File: config.mk
export PLATFORM = sky130hd
export DESIGN_NAME = rc5_key_session_ctrl_flat
export DESIGN_NICKNAME = d
export VERILOG_FILES = /design/src/rtl/rc5_key_session_if.sv /design/src/rtl/rc5_key_session_ctrl.sv /design/src/flat_wrapper.sv
export SDC_FILE = /design/constraint.sdc
export NUM_CORES = 1
export LEC_CHECK = 0
export CAP_MARGIN = 30
export CORE_UTILIZATION = 47
export CTS_BUF_LIST = sky130_fd_sc_hd__clkbuf_4
export CTS_CLUSTER_SIZE = 12
export DETAILED_ROUTE_END_ITERATION = 6
export PLACE_DENSITY_LB_ADDON = 0.25
export SLEW_MARGIN = 20
export SYNTH_ARGS = -nofsm -noshare
export SYNTH_HDL_FRONTEND = slang
export SYNTH_SLANG_ARGS = --single-unit
File: constraint.sdc
create_clock -name clk -period 3.3 [get_ports clk]
set_input_delay 0.495 -clock clk [delete_from_list [all_inputs] [get_ports clk]]
set_output_delay 0.495 -clock clk [all_outputs]
set_load 0.05 [all_outputs]
File: src/rtl/rc5_key_session_if.sv
`default_nettype none
// +----------------------------------------------------------------------------+
// | Module      : rc5_key_session_if                                           |
// | Description : Key-stream, expander, encryptor and S-RAM signal bundle.     |
// | Revision    : 1.0 - initial release                                        |
// +----------------------------------------------------------------------------+
interface rc5_key_session_if #(
  parameter int B = 16,
  parameter int R = 12
);
  localparam int B_LENGTH = $clog2(B);
  localparam int T_LENGTH = $clog2(2 * (R + 1));

  logic                iKey_valid;
  logic [7:0]          iKey_byte;
  logic                oKey_ready;
  logic                oKey_we;
  logic [B_LENGTH-1:0] oKey_address;
  logic [7:0]          oKey_data;
  logic                oExp_rst;
  logic                iExpDone;
  logic [T_LENGTH-1:0] iExp_S_address;
  logic                iExp_S_we;
  logic                iEnc_req;
  logic [T_LENGTH-1:0] iEnc_S_address;
  logic                oEnc_grant;
  logic [T_LENGTH-1:0] oS_address;
  logic                oS_we;
  logic                iRekey;
  logic                oReady;
  logic                oError;

  modport master (
    output iKey_valid, iKey_byte, iExpDone, iExp_S_address, iExp_S_we,
           iEnc_req, iEnc_S_address, iRekey,
    input  oKey_ready, oKey_we, oKey_address, oKey_data, oExp_rst,
           oEnc_grant, oS_address, oS_we, oReady, oError
  );

  modport slave (
    input  iKey_valid, iKey_byte, iExpDone, iExp_S_address, iExp_S_we,
           iEnc_req, iEnc_S_address, iRekey,
    output oKey_ready, oKey_we, oKey_address, oKey_data, oExp_rst,
           oEnc_grant, oS_address, oS_we, oReady, oError
  );
endinterface
`default_nettype wire

File: src/rtl/rc5_key_session_ctrl.sv
`default_nettype none
// +----------------------------------------------------------------------------+
// | Module      : rc5_key_session_ctrl                                         |
// | Description : Sequences one RC5 key session: key load, expansion, S-RAM    |
// |               hand-over to the encryptor, and rekey arbitration.           |
// | Revision    : 1.0 - initial release                                        |
// +----------------------------------------------------------------------------+
module rc5_key_session_ctrl #(
  parameter int W       = 32,
  parameter int B       = 16,
  parameter int R       = 12,
  parameter int TIMEOUT = 1024
) (
  input wire               clk,
  input wire               rst,
  rc5_key_session_if.slave bus
);
  localparam int T         = 2 * (R + 1);
  localparam int B_LENGTH  = $clog2(B);
  localparam int T_LENGTH  = $clog2(T);
  localparam int TO_LENGTH = $clog2(TIMEOUT + 1);

  localparam logic [2:0] S_LOAD   = 3'd0;
  localparam logic [2:0] S_EXPAND = 3'd1;
  localparam logic [2:0] S_READY  = 3'd2;
  localparam logic [2:0] S_DRAIN  = 3'd3;
  localparam logic [2:0] S_ERROR  = 3'd4;

  if (W < 1 || TIMEOUT < 2) begin : g_param_check
    $error("rc5_key_session_ctrl: W must be >= 1 and TIMEOUT >= 2");
  end

  logic [2:0]           r_state;
  logic [2:0]           w_next;
  logic [B_LENGTH-1:0]  r_count;
  logic [TO_LENGTH-1:0] r_cycles;
  logic                 r_started;
  logic                 r_exp_rst;
  logic                 w_key_hs;
  logic                 w_last_byte;
  logic                 w_enc_owner;

  assign w_key_hs    = bus.iKey_valid && bus.oKey_ready;
  assign w_last_byte = (r_count == B_LENGTH'(B - 1));
  assign w_enc_owner = (r_state == S_READY) || (r_state == S_DRAIN);

  // A done seen in the first EXPAND cycle is left over from the previous session.
  always_comb begin
    w_next = r_state;
    case (r_state)
      S_LOAD:   if (w_key_hs && w_last_byte) w_next = S_EXPAND;
      S_EXPAND: begin
        if ((r_cycles != '0) && bus.iExpDone)
          w_next = S_READY;
        else if (r_cycles == TO_LENGTH'(TIMEOUT - 1))
          w_next = S_ERROR;
      end
      S_READY:  if (bus.iRekey) w_next = bus.iEnc_req ? S_DRAIN : S_LOAD;
      S_DRAIN:  if (!bus.iEnc_req) w_next = S_LOAD;
      S_ERROR:  w_next = S_ERROR;
      default:  w_next = S_LOAD;
    endcase
  end

  always_ff @(posedge clk or posedge rst) begin
    if (rst) begin
      r_state   <= S_LOAD;
      r_count   <= '0;
      r_cycles  <= '0;
      r_started <= 1'b0;
      r_exp_rst <= 1'b1;
    end else begin
      r_state   <= w_next;
      r_started <= 1'b1;
      r_exp_rst <= (w_next != S_EXPAND);
      if (w_key_hs)
        r_count <= w_last_byte ? '0 : r_count + B_LENGTH'(1);
      r_cycles  <= (r_state == S_EXPAND) ? r_cycles + TO_LENGTH'(1) : '0;
    end
  end

  assign bus.oKey_ready   = (r_state == S_LOAD) && r_started;
  assign bus.oKey_we      = w_key_hs;
  assign bus.oKey_address = r_count;
  assign bus.oKey_data    = bus.iKey_byte;
  assign bus.oExp_rst     = r_exp_rst;

  // S port: expander writes during EXPAND, encryptor reads while it owns the table.
  assign bus.oS_we      = (r_state == S_EXPAND) && bus.iExp_S_we;
  assign bus.oS_address = (r_state == S_EXPAND) ? bus.iExp_S_address :
                          w_enc_owner           ? bus.iEnc_S_address : '0;
  assign bus.oEnc_grant = w_enc_owner && bus.iEnc_req;
  assign bus.oReady     = (r_state == S_READY);
  assign bus.oError     = (r_state == S_ERROR);
endmodule
`default_nettype wire
File: src/flat_wrapper.sv
// flat-port wrapper written by rule: the top's interface ports become plain ports
module rc5_key_session_ctrl_flat 
#(
  parameter int W       = 32,
  parameter int B       = 16,
  parameter int R       = 12,
  parameter int TIMEOUT = 1024
)
  (clk, rst, bus_iKey_valid, bus_iKey_byte, bus_iExpDone, bus_iExp_S_address, bus_iExp_S_we, bus_iEnc_req, bus_iEnc_S_address, bus_iRekey, bus_oKey_ready, bus_oKey_we, bus_oKey_address, bus_oKey_data, bus_oExp_rst, bus_oEnc_grant, bus_oS_address, bus_oS_we, bus_oReady, bus_oError);
  rc5_key_session_if #(.B(B), .R(R)) bus_i ();
  input wire clk;
  input wire rst;
  input wire logic [$bits(bus_i.iKey_valid)-1:0] bus_iKey_valid;
  input wire logic [$bits(bus_i.iKey_byte)-1:0] bus_iKey_byte;
  input wire logic [$bits(bus_i.iExpDone)-1:0] bus_iExpDone;
  input wire logic [$bits(bus_i.iExp_S_address)-1:0] bus_iExp_S_address;
  input wire logic [$bits(bus_i.iExp_S_we)-1:0] bus_iExp_S_we;
  input wire logic [$bits(bus_i.iEnc_req)-1:0] bus_iEnc_req;
  input wire logic [$bits(bus_i.iEnc_S_address)-1:0] bus_iEnc_S_address;
  input wire logic [$bits(bus_i.iRekey)-1:0] bus_iRekey;
  output wire logic [$bits(bus_i.oKey_ready)-1:0] bus_oKey_ready;
  output wire logic [$bits(bus_i.oKey_we)-1:0] bus_oKey_we;
  output wire logic [$bits(bus_i.oKey_address)-1:0] bus_oKey_address;
  output wire logic [$bits(bus_i.oKey_data)-1:0] bus_oKey_data;
  output wire logic [$bits(bus_i.oExp_rst)-1:0] bus_oExp_rst;
  output wire logic [$bits(bus_i.oEnc_grant)-1:0] bus_oEnc_grant;
  output wire logic [$bits(bus_i.oS_address)-1:0] bus_oS_address;
  output wire logic [$bits(bus_i.oS_we)-1:0] bus_oS_we;
  output wire logic [$bits(bus_i.oReady)-1:0] bus_oReady;
  output wire logic [$bits(bus_i.oError)-1:0] bus_oError;
  assign bus_i.iKey_valid = bus_iKey_valid;
  assign bus_i.iKey_byte = bus_iKey_byte;
  assign bus_i.iExpDone = bus_iExpDone;
  assign bus_i.iExp_S_address = bus_iExp_S_address;
  assign bus_i.iExp_S_we = bus_iExp_S_we;
  assign bus_i.iEnc_req = bus_iEnc_req;
  assign bus_i.iEnc_S_address = bus_iEnc_S_address;
  assign bus_i.iRekey = bus_iRekey;
  assign bus_oKey_ready = bus_i.oKey_ready;
  assign bus_oKey_we = bus_i.oKey_we;
  assign bus_oKey_address = bus_i.oKey_address;
  assign bus_oKey_data = bus_i.oKey_data;
  assign bus_oExp_rst = bus_i.oExp_rst;
  assign bus_oEnc_grant = bus_i.oEnc_grant;
  assign bus_oS_address = bus_i.oS_address;
  assign bus_oS_we = bus_i.oS_we;
  assign bus_oReady = bus_i.oReady;
  assign bus_oError = bus_i.oError;
  rc5_key_session_ctrl #(.W(W), .B(B), .R(R), .TIMEOUT(TIMEOUT)) u_core (.clk(clk), .rst(rst), .bus(bus_i));
endmodule
== Word level (Yosys, flattened, before mapping) ==
Index checks and enable logic that the tools add are counted.

* Word-level logic and storage cells: 34
* Flip-flop bits (word level): 20
* Input port bits: 25
* Output and inout port bits: 24

* Multiplexer cells: 11
* $add $sub $neg: 2
* Eq/ne operators: 7
* Reductions and logical operators: 9

{| class="wikitable"
|+ Operators by type and width
! operator !! number
|-
| $mux W3 || 5
|-
| $pmux W3 S5 || 1
|-
| $add A11 B1 Y11 const B || 1
|-
| $eq A11 B10 Y1 const B || 1
|-
| $mux W11 || 1
|-
| $reduce_bool A11 Y1 || 1
|-
| $mux W5 || 2
|-
| $eq A3 B2 Y1 const B || 2
|-
| $logic_and A1 B1 Y1 || 6
|-
| $add A4 B1 Y4 const B || 1
|-
| $eq A4 B4 Y1 const B || 1
|-
| $mux W4 || 1
|-
| $eq A3 B1 Y1 const B || 1
|-
| $eq A3 B3 Y1 const B || 1
|-
| $logic_not A3 Y1 || 1
|-
| $ne A3 B1 Y1 const B || 1
|-
| $mux W2 || 1
|-
| $logic_or A1 B1 Y1 || 1
|}

== Depth between registers and ports, before layout ==
* Depth after elaboration: 7
* Mapped depth: 6
* Gate-level depth less buffers: 6

== Least setup slack after synthesis ==
Ideal clock, no wire load.

* Kind: flip-flop to output port
* From: register u_core.r_state[1]
* To: output bus_oKey_we
* Arrival: 2.247 ns
* Path buffers: 1
* Cell stages (with the launch flop): 5
* Slack: 0.558 ns
* Required time: 2.805 ns
* Cell sequence: dfrtp_1 clkbuf_1 nor4b_2 nand2_1 inv_1

* Word-level cells in the longest chain between the ends: 3

{| class="wikitable"
|+ RTL lines
! element !! line !! RTL
|-
| from (decl) || rc5_key_session_ctrl.sv:33 || <nowiki>logic [2:0] r_state;</nowiki>
|-
| from (signal assigned) || rc5_key_session_ctrl.sv:73 || <nowiki>r_state <= w_next;</nowiki>
|-
| $logic_not A3 Y1 || rc5_key_session_ctrl.sv:82 || <nowiki>assign bus.oKey_ready = (r_state == S_LOAD) && r_started;</nowiki>
|-
| $logic_and A1 B1 Y1 || rc5_key_session_ctrl.sv:82 ||
|-
| named net bus_oKey_ready || flat_wrapper.sv:21 || <nowiki>output wire logic [$bits(bus_i.oKey_ready)-1:0] bus_oKey_ready;</nowiki>
|-
| $logic_and A1 B1 Y1 || rc5_key_session_ctrl.sv:43 || <nowiki>assign w_key_hs = bus.iKey_valid && bus.oKey_ready;</nowiki>
|-
| to (decl) || flat_wrapper.sv:22 || <nowiki>output wire logic [$bits(bus_i.oKey_we)-1:0] bus_oKey_we;</nowiki>
|}

The timed path passes the listed nets, and every way through them passes these cells.

== Worst setup path in the final report ==
* From: register u_core.r_state[1]
* To: output bus_oS_we

* Word-level cells in the longest chain between the ends: 2

{| class="wikitable"
|+ RTL lines
! element !! line !! RTL
|-
| $eq A3 B1 Y1 || rc5_key_session_ctrl.sv:89 || <nowiki>assign bus.oS_we = (r_state == S_EXPAND) && bus.iExp_S_we;</nowiki>
|-
| $logic_and A1 B1 Y1 || rc5_key_session_ctrl.sv:89 ||
|-
| to (decl) || flat_wrapper.sv:28 || <nowiki>output wire logic [$bits(bus_i.oS_we)-1:0] bus_oS_we;</nowiki>
|}

Every way passes these cells.

==> results.py <==
metrics = {
    "logic_synthesis": {
        "syn_avg_cell_area_um2": 9.45,
        "yosys.cell_count.top_type": "dfrtp_1",
        "synth_area_leaders": "dfrtp_1 42%, buf_4 5.3%, nor2_1 5.3%",
        "netlist_area_um2": 1130,
        "synthFlopType": "dfrtp_1",
        "synth_cell_types": 35,
        "ys_seq_elements": 20,
        "post-synth-top-area-cell": "dfrtp_1",
        "ys_warn_count": 0,
        "synthArstFlopShare_pct": 100,
        "synthCells": 120,
        "ys_top_cells_by_count": "19 x dfrtp_1, 16 x nor2_1, 11 x nand2_1",
        "syn-num-nets": 148,
        "synth_edf_count": 0,
        "synth.top_cell.area_share_pct": 41.9,
        "seq_area_frac_synth_pct": 44.3,
    },
    "placement": {
        "hpwlAfterDp_um": 1890,
        "placedCellCount": 169,
        "pre_cts_ws_ns": 0.627,
        "port_buffers": 32,
        "place_area_um2": 1420,
        "place.gp.congestion": 0.897,
    },
    "global_routing": {
        "grt_start_max_net_pins": 21,
        "grt_pass1_wl_um": 4190,
        "grt_util_all_layers_pct": 21.5,
        "grt_pass1_vias": 957,
        "antenna_found_initial": 0,
        "grt-ovfl-total": 0,
    },
    "critical_path": {
        "worst-path-max-fanout": 9,
        "worst_ep_arrival_time_ns": 2.50,
        "regToRegSetupSlack_ns": 1.46,
        "worstSetupStartpointType": "flop",
        "reg2reg_depth": 6,
        "reg2reg_to": "u_core.bus.oExp_rst",
        "cp_data_required_time_ns": 2.80,
        "reg2reg_from": "u_core.r_cycles[0]",
        "cp-end-kind": "primary output",
        "critical_path_class": "reg2out",
    },
    "clock_tree": {
        "cts.path.max_buffers": 2,
        "cts_buffers": 3,
        "h-tree-depth": 1,
        "ctsResizeCount": 0,
        "cts_root_buf": "clkbuf_4",
        "cts_tree": "built",
        "hold_buffers": 0,
        "cts.clk_slew.worst_paths_ns": 0.10,
        "cts.sinks": 20,
        "clock_latency_ns": 0.29,
        "post_cts_buffers": 0,
    },
    "timing": {
        "fin_ws_ns": 0.303,
        "grt_setup_unrepaired": "no",
        "fin_worst_skew_ns": 0.00486,
        "fin_crit_ns": 3.00,
        "finalHoldViolations": 0,
        "fin_crit_sh_pct": 90.8,
        "finalMaxSlewViolations": 0,
        "worst_slew_pin_slew_ns": 0.723,
        "tns_ns": 0,
        "fmax_ghz": 0.334,
        "finalSetupViolCount": 0,
        "relSlewSlack_pct": 51.8,
    },
    "power_and_ir_drop": {
        "seqPwrFrac_pct": 38.9,
        "ir_worst_vdd_mv": 0.399,
        "p_sw_mw": 0.356,
        "power_frac_comb_pct": 46.3,
        "p_int_mw": 0.475,
        "switching_share_pct": 42.9,
        "leakage_nw": 0.633,
        "total_power_mw": 0.831,
        "p_per_area_nw_per_um2": 574,
        "clock_power_share_pct": 14.8,
    },
    "cells_and_area": {
        "stdcell_count": 173,
        "fin_area_um2": 1450,
        "area_growth_pct": 27.7,
        "final_layout_size_suffix_gt1_share_pct": 6.90,
        "nNetsFinal": 174,
        "antennaDiodeCount": 0,
        "fillCellCount": 206,
    },
    "worst_hold_path": {
        "hold_path_end": "u_core.r_cycles[0]",
        "hold_class": "reg2reg",
        "hp-start": "u_core.r_cycles[0]",
        "min_path_cells": 1,
    },
    "routing": {
        "ant_nets": 0,
        "num_vias": 958,
        "via_per_inst": 5.54,
        "drc_errors": 0,
        "drtIter0Drc": 17,
        "firstDrtPassIters": 4,
        "wl_um": 2390,
        "wl_per_cell_um": 13.8,
    },
    "floorplan": {
        "rows": 17,
        "die_h_um": 51.1,
        "dieArea_um2": 2610,
        "fp.coreArea_um2": 2230,
        "die_w_um": 51.1,
        "io_pins": 49,
        "start_util_pct": 50.8,
    },
    "flow_run": {
        "max_cap_violations": 0,
    },
    "status": {
        "status": "finished clean",
    },
}
per-layer routing:
layer  global-route usage [%]  wire length (um)  vias to the layer above
met3                     3.27               118                       17
met2                     36.8              1190                       31
met4                     11.1                83                        0
met1                     25.8               999                      458
li1                         -                 -                      452
met5                        0                 0                        -
power by group through the flow:
stage	clock network, mW	registers (mW)	logic, mW
6_report	0.123	0.323	0.384
5_1_grt	0.139	0.330	0.408
4_1_cts	0.126	0.323	0.388
3_5_place_dp	0	0.328	0.387
3_3_place_gp	0	0.324	0.378
2_1_floorplan	0	0.416	0.186
worst max-delay path by stage:
stage	start	end	depth (start not counted)
after floorplan	u_core.r_state[1]	bus_oKey_we	4
after global placement	u_core.r_state[1]	bus_oS_we	4
after detailed placement	u_core.r_state[1]	bus_oS_we	4
after CTS	u_core.r_state[1]	bus_oS_we	4
after global routing	u_core.r_state[1]	bus_oS_we	4
final	u_core.r_state[1]	bus_oS_we	4
cells in the final DEF, fill, tap and decap left out:
master / n
clkbuf_4: 4
and4_1: 1
nor4_1: 1
a31o_1: 1
and2_1: 2
o21ai_0: 4
nand3_1: 4
nor4b_2: 1
o22ai_1: 1
ha_1: 3
nand2_1: 11
and3_1: 1
nand4b_1: 1
or4b_4: 1
nor3b_1: 1
a22oi_1: 5
conb_1: 1
nand4_1: 4
xnor2_1: 4
xor2_1: 5
o21a_2: 1
nor3_1: 1
dfrtp_1: 19
clkdlybuf4s50_1: 32
a21oi_1: 2
o211ai_2: 1
o31ai_1: 1
inv_1: 7
nor2_1: 16
dfstp_2: 1
or4_1: 1
nand2b_1: 1
nor2b_1: 4
a31oi_1: 1
o41ai_4: 1
metrics by stage:
stage | utilization (%) | hold WS (ns)
finish | 64.8 | 0.526
CTS | 64.8 | 0.530
detailed placement | 63.5 | 0.515
floorplan | - | 0.458
global placement | 63.5 | 0.507
global route | 64.8 | 0.562
worst max-delay path, stage by stage (launching register included):
cell and delay [ns]:
dfrtp_1 0.48, nor2b_1 0.39, nor2b_1 0.37, and2_1 0.18, clkdlybuf4s50_1 0.79
kinds of logic after synthesis:
| kind of cell | Yosys count | synth area share (%) |
|---|---|---|
| and+or+nand+nor | 51 | 23.7 |
| DFF | 20 | 44.3 |
| AOI/OAI and AO/OA | 18 | 12.8 |
| buffers and inverters | 18 | 8.61 |
| xor gates and xnor gates | 9 | 6.95 |
| adders and majority gates | 3 | 3.31 |
| other | 1 | 0.331 |
sequential cells by signal (all words and copies together), names as in the netlist:
| signal | count |
|---|---|
| u_core.bus.oExp_rst | 1 |
| u_core.r_started | 1 |
| u_core.r_cycles | 11 |
| u_core.r_state | 3 |
| u_core.bus.oKey_address | 4 |
final cells by class:
type,instances,area [um^2],share of cell area [%]
tap,28,35.0,2.42
timing repair buffer,32,320,22.1
inverter,7,26.3,1.82
multi-input combinational,82,534,36.9
sequential,20,502,34.7
clock buffer,4,30.0,2.07
Note: power is estimated with default switching activity, not from simulation.
